==> config.mk <==
export PLATFORM = sky130hd
export DESIGN_NAME = ikaopll_busq
export DESIGN_NICKNAME = d
export VERILOG_FILES = /design/src/rtl/ikaopll_busq.sv
export SDC_FILE = /design/constraint.sdc
export NUM_CORES = 1
export LEC_CHECK = 0
export BUFFER_PORTS_ARGS = -buffer_cell sky130_fd_sc_hd__buf_2
export CAP_MARGIN = 10
export CELL_PAD_IN_SITES_DETAIL_PLACEMENT = 1
export CELL_PAD_IN_SITES_GLOBAL_PLACEMENT = 1
export CORE_AREA = 5 5 146 113
export CTS_BUF_LIST = sky130_fd_sc_hd__clkbuf_16
export DETAILED_ROUTE_END_ITERATION = 12
export DIE_AREA = 0 0 151 118
export PLACE_DENSITY_LB_ADDON = 0.1
export SYNTH_ARGS = -nofsm -noshare
export SYNTH_HDL_FRONTEND = slang
export SYNTH_SLANG_ARGS = --single-unit
==> constraint.sdc <==
create_clock -name i_EMUCLK -period 3.75 [get_ports i_EMUCLK]
set_input_delay 0.375 -clock i_EMUCLK [delete_from_list [all_inputs] [get_ports i_EMUCLK]]
set_output_delay 0.375 -clock i_EMUCLK [all_outputs]
set_load 0.02 [all_outputs]
==> src/rtl/ikaopll_busq.sv <==
// Host write queue for the IKAOPLL bus port: buffers {A0,D} writes and replays them with YM2413 strobe/wait timing.
// Optional sticky overflow flag enabled by defining IKAOPLL_BUSQ_OVF_FLAG_EN.
module ikaopll_busq #(
    parameter int DEPTH      = 16,
    parameter int STROBE_LEN = 4,
    parameter int ADDR_WAIT  = 12,
    parameter int DATA_WAIT  = 84
) (
    input  logic                       i_EMUCLK,
    input  logic                       i_RST,
    input  logic                       i_phiM_PCEN_n,
    input  logic                       i_VALID,
    output logic                       o_READY,
    input  logic                       i_A0,
    input  logic [7:0]                 i_D,
    output logic [$clog2(DEPTH):0]     o_LEVEL,
    output logic                       o_EMPTY,
    output logic                       o_BUSY,
    output logic                       o_OVF,
    output logic                       o_CS_n,
    output logic                       o_WR_n,
    output logic                       o_A0,
    output logic [7:0]                 o_D
);
    localparam int PW   = $clog2(DEPTH);
    localparam int LW   = PW + 1;
    localparam int MAXW = (ADDR_WAIT > DATA_WAIT) ? ADDR_WAIT : DATA_WAIT;
    localparam int WW   = $clog2(MAXW + 1);
    localparam int SW   = $clog2(STROBE_LEN + 1);

    typedef enum logic [2:0] {
        ST_IDLE   = 3'd0,
        ST_SETUP  = 3'd1,
        ST_STROBE = 3'd2,
        ST_HOLD   = 3'd3,
        ST_WAIT   = 3'd4
    } state_t;

    state_t          state, state_nx;
    logic [SW-1:0]   strb_cnt, strb_cnt_nx;
    logic [WW-1:0]   wait_cnt, wait_cnt_nx;
    logic            cs_n_nx, wr_n_nx, a0_nx;
    logic [7:0]      d_nx;
    logic [PW-1:0]   wr_ptr, rd_ptr;
    logic [LW-1:0]   level_nx;
    logic [8:0]      mem [DEPTH];
    logic            tick, push, pop;

    assign tick = ~i_phiM_PCEN_n;
    // o_READY is registered from occupancy, so a push at full is refused even if a pop coincides
    assign push = i_VALID & o_READY;
    assign pop  = tick & (state == ST_IDLE) & (o_LEVEL != LW'(0));
    assign level_nx = o_LEVEL + LW'(push) - LW'(pop);

    // FIFO storage; no reset needed since pointers and level define validity
    always_ff @(posedge i_EMUCLK) begin
        if (push) begin
            mem[wr_ptr] <= {i_A0, i_D};
        end
    end

    // Replay sequencer next-state and bus drive
    always_comb begin
        state_nx    = state;
        strb_cnt_nx = strb_cnt;
        wait_cnt_nx = wait_cnt;
        cs_n_nx     = o_CS_n;
        wr_n_nx     = o_WR_n;
        a0_nx       = o_A0;
        d_nx        = o_D;
        if (tick) begin
            case (state)
                ST_IDLE: begin
                    if (o_LEVEL != LW'(0)) begin
                        state_nx      = ST_SETUP;
                        cs_n_nx       = 1'b0;
                        wr_n_nx       = 1'b1;
                        {a0_nx, d_nx} = mem[rd_ptr];
                    end else begin
                        cs_n_nx = 1'b1;
                        wr_n_nx = 1'b1;
                    end
                end
                ST_SETUP: begin
                    state_nx    = ST_STROBE;
                    wr_n_nx     = 1'b0;
                    strb_cnt_nx = SW'(STROBE_LEN);
                end
                ST_STROBE: begin
                    if (strb_cnt <= SW'(1)) begin
                        state_nx    = ST_HOLD;
                        wr_n_nx     = 1'b1;
                        strb_cnt_nx = SW'(0);
                    end else begin
                        strb_cnt_nx = strb_cnt - SW'(1);
                    end
                end
                ST_HOLD: begin
                    state_nx    = ST_WAIT;
                    cs_n_nx     = 1'b1;
                    wait_cnt_nx = o_A0 ? WW'(DATA_WAIT) : WW'(ADDR_WAIT);
                end
                ST_WAIT: begin
                    if (wait_cnt <= WW'(1)) begin
                        state_nx    = ST_IDLE;
                        wait_cnt_nx = WW'(0);
                    end else begin
                        wait_cnt_nx = wait_cnt - WW'(1);
                    end
                end
                default: begin
                    state_nx = ST_IDLE;
                    cs_n_nx  = 1'b1;
                    wr_n_nx  = 1'b1;
                end
            endcase
        end else begin
            state_nx = state;
        end
    end

    // State, pointers and all registered outputs
    always_ff @(posedge i_EMUCLK or posedge i_RST) begin
        if (i_RST) begin
            state    <= ST_IDLE;
            strb_cnt <= SW'(0);
            wait_cnt <= WW'(0);
            wr_ptr   <= PW'(0);
            rd_ptr   <= PW'(0);
            o_LEVEL  <= LW'(0);
            o_EMPTY  <= 1'b1;
            o_READY  <= 1'b1;
            o_BUSY   <= 1'b0;
            o_CS_n   <= 1'b1;
            o_WR_n   <= 1'b1;
            o_A0     <= 1'b0;
            o_D      <= 8'h00;
        end else begin
            state    <= state_nx;
            strb_cnt <= strb_cnt_nx;
            wait_cnt <= wait_cnt_nx;
            wr_ptr   <= push ? wr_ptr + PW'(1) : wr_ptr;
            rd_ptr   <= pop  ? rd_ptr + PW'(1) : rd_ptr;
            o_LEVEL  <= level_nx;
            o_EMPTY  <= (level_nx == LW'(0));
            o_READY  <= (level_nx != LW'(DEPTH));
            o_BUSY   <= (state_nx != ST_IDLE) || (level_nx != LW'(0));
            o_CS_n   <= cs_n_nx;
            o_WR_n   <= wr_n_nx;
            o_A0     <= a0_nx;
            o_D      <= d_nx;
        end
    end

`ifdef IKAOPLL_BUSQ_OVF_FLAG_EN
    logic ovf;

    // Sticky: any request seen while the queue reports not-ready
    always_ff @(posedge i_EMUCLK or posedge i_RST) begin
        if (i_RST) begin
            ovf <= 1'b0;
        end else begin
            ovf <= ovf | (i_VALID & ~o_READY);
        end
    end

    assign o_OVF = ovf;
`else
    assign o_OVF = 1'b0;
`endif

endmodule
==> out/results.tsv <==
metric	value	unit
Worst-Skew Late Latency	0.43	ns
final routed DRC violation total	0	
H-tree depth	4	
final WL	16960	um
Fin Hold WS	0.1770	ns
minimum clock period	3.493	ns
Core Util, Final	58.13	%
Routed wire per std cell	23.85	um
final hold viol count	0	
root buffer cell	clkbuf_16	
CP endpoint kind	flop	
Tot GR Track Use	20.42	%
CP max FO	4	
asr flop ratio synth	21.74	%
top cells by area, synth	edfxtp_1, dfrtp_1, mux4_2	
area leader, netlist	edfxtp_1	
grt ovf	0	
Worst Skew	0.01650	ns
Chip Height	118	um
Avg Synthesized Cell Area	17.04	um2
Core Region	14930	um2
Area Overhead vs Synth	11.94	%
worst min-delay path class	input port to asynchronous set/reset pin	
global placement routability congestion	0.7710	
Port Buf Inserts	31	
maxcap violations	0	
top_reg_cell synth	edfxtp_1	
RSZ-0062 raised after global routing	no	
Vias	4058	
CP Data Required Time	4.05	ns
cells along the critical path	inv_1, ha_1, or4b_1, nand3_1, inv_2, ha_1, inv_1, ha_1, inv_1, fa_1, xnor2_1, a2111oi_2, nor2_1, a2111o_1	
clk slew on worst S/H paths	0.06	ns
measured slew at the worst slew-check pin	0.9733	ns
max-slew headroom at the worst pin	35.02	%
outcome	completed	
Final Cycle Share	93.14	%
most frequent cells in the layout	edfxtp_1, dfrtp_1, mux4_2	
DP Worst Slack	0.05839	ns
Crit Path Class	flop to flop	
Crit path largest cell delay	0.49	ns
setup_tns	0	ns
number of global-route vias before repair	4387	
IO Count	33	
YS warnings	0	
Setup Buffers After CTS	0	
ANT nets after route	0	
share of post-route cells with drive strength above 1	22.92	%
Slew Viols, Final	0	
TritonCTS Buffers	17	
FF-to-FF setup slack	0.26	ns
Via density	5.707	
# diodes	0	
die area	17820	um2
CP Data Arrival Time	3.79	ns
first-pass GRT wire length	26590	um
highest-delay cell along the critical path	or4b_1	
number of enable flip-flop cells after synthesis	144	
Die Span X	151	um
final std cells w/o fill	711	
top-area cell type share of the netlist area	55.77	%
Iter 0 DRT Violations	258	
hpwl dp	10840	um
Max clock buf depth	2	
commonest non-fill, non-tap cell in the layout	edfxtp_1	
CP bufs+invs	4	
Net Count, Synth	484	
largest net degree at the start of global routing	41	
register area share after synthesis	68.74	%
kind of cell adding the most delay to the critical path	adder cells	
row count	39	
TritonRoute pass-1 iters	4	
fmax	286.3	MHz
synthesized flop and latch total	184	
Final WS setup	0.2572	ns
dpl cells	679	
final setup fails	0	
Peak supply drop	0.0003419	V
initial core utilization	51.93	%
CTS tree	yes	
post-synthesis cell count	455	
synthesized cell area	7754	um2
CTS sink count	184	
initial antenna violation count	0	
P_leak	3.146	nW
PwrDens	794.9	nW/um2
critical path launch point type	flop	
count of cell types in the netlist	55	
nets	522	
-- logic make-up (layout without fill, tap and decap cells) --
logic type / after synthesis / count (layout) / share of synthesized area, %
DFF: 184 / 184 / 68.74
and+or+nand+nor: 87 / 87 / 6.035
muxes: 58 / 58 / 13.54
AOI/OAI and AO/OA: 57 / 57 / 5.099
buffers and inverters: 41 / 92 / 2.614
adders and majority gates: 16 / 16 / 2.679
xor gates and xnor gates: 11 / 11 / 1.243
other: 1 / 1 / 0.04836
-- where the power goes --
part	internal [mW]	total [mW]	switching, mW	leakage [nW]
combinational	1.08	2.33	1.24	1.11
clock	0.902	1.64	0.739	0.262
sequential	2.58	2.93	0.347	1.78
total	4.57	6.90	2.33	3.15
-- cell type report --
type | count | area, um2
fill | 1367 | 6252
sequential | 184 | 5331
multi-input combinational | 230 | 2233
clock buffer | 17 | 425.4
tap | 205 | 256.5
timing repair buffer | 39 | 240.2
clock inverter | 15 | 113.9
inverter | 21 | 78.83
-- cells in the mapped netlist (7+ instances only) --
cell,number
a21oi_1,12
edfxtp_1,144
xnor2_1,10
nand3_1,7
nor2_1,17
mux2i_1,16
ha_1,15
buf_2,8
inv_1,20
clkbuf_1,7
o21ai_1,10
nand2_1,18
dfrtp_1,36
and2_1,12
and3_1,8
mux4_2,33
-- final timing paths --
kind / start / to / depth (start not counted)
min in group i_EMUCLK: i_VALID / wr_ptr[2] / 3
max reg2reg: o_LEVEL[3] / o_BUSY / 14
max in group asynchronous: i_RST / rd_ptr[0] / 2
max: o_LEVEL[3] / o_BUSY / 14
min reg2reg: o_D[3] / o_D[3] / 2
min: i_RST / wr_ptr[0] / 2
-- through the flow --
step                      instance area [um2]  total power [mW]
after detailed placement                 8128             5.304
final                                    8680             6.899
after global routing                     8680             7.314
after floorplan                          7754             4.600
after CTS                                8667             6.958
after global placement                   8128             5.189
-- flip-flops by register name (all words and copies together), names as in the netlist --
register and cells:
o_CS_n 1, wait_cnt 7, o_D 8, strb_cnt 3
mem 144, o_A0 1, o_EMPTY 1, rd_ptr 4
o_LEVEL 5, wr_ptr 4, state 3, o_BUSY 1
o_WR_n 1, o_READY 1
-- repair_timing --
action,in CTS,in global routing
gates resized for setup,0,3
setup endpoints to repair,0,1
hold buffers,0,0
-- routing by layer --
| metal | track usage [%] | up-vias | share of wire [%] |
|---|---|---|---|
| met3 | 3.734 | 5 | 6.6 |
| met5 | 0 | - | 0 |
| met2 | 32.03 | 94 | 49 |
| li1 | - | 1843 | - |
| met1 | 29.37 | 2116 | 44 |
| met4 | 5.946 | 0 | 0.35 |
No activity file was read; power rests on OpenSTA's default activity.
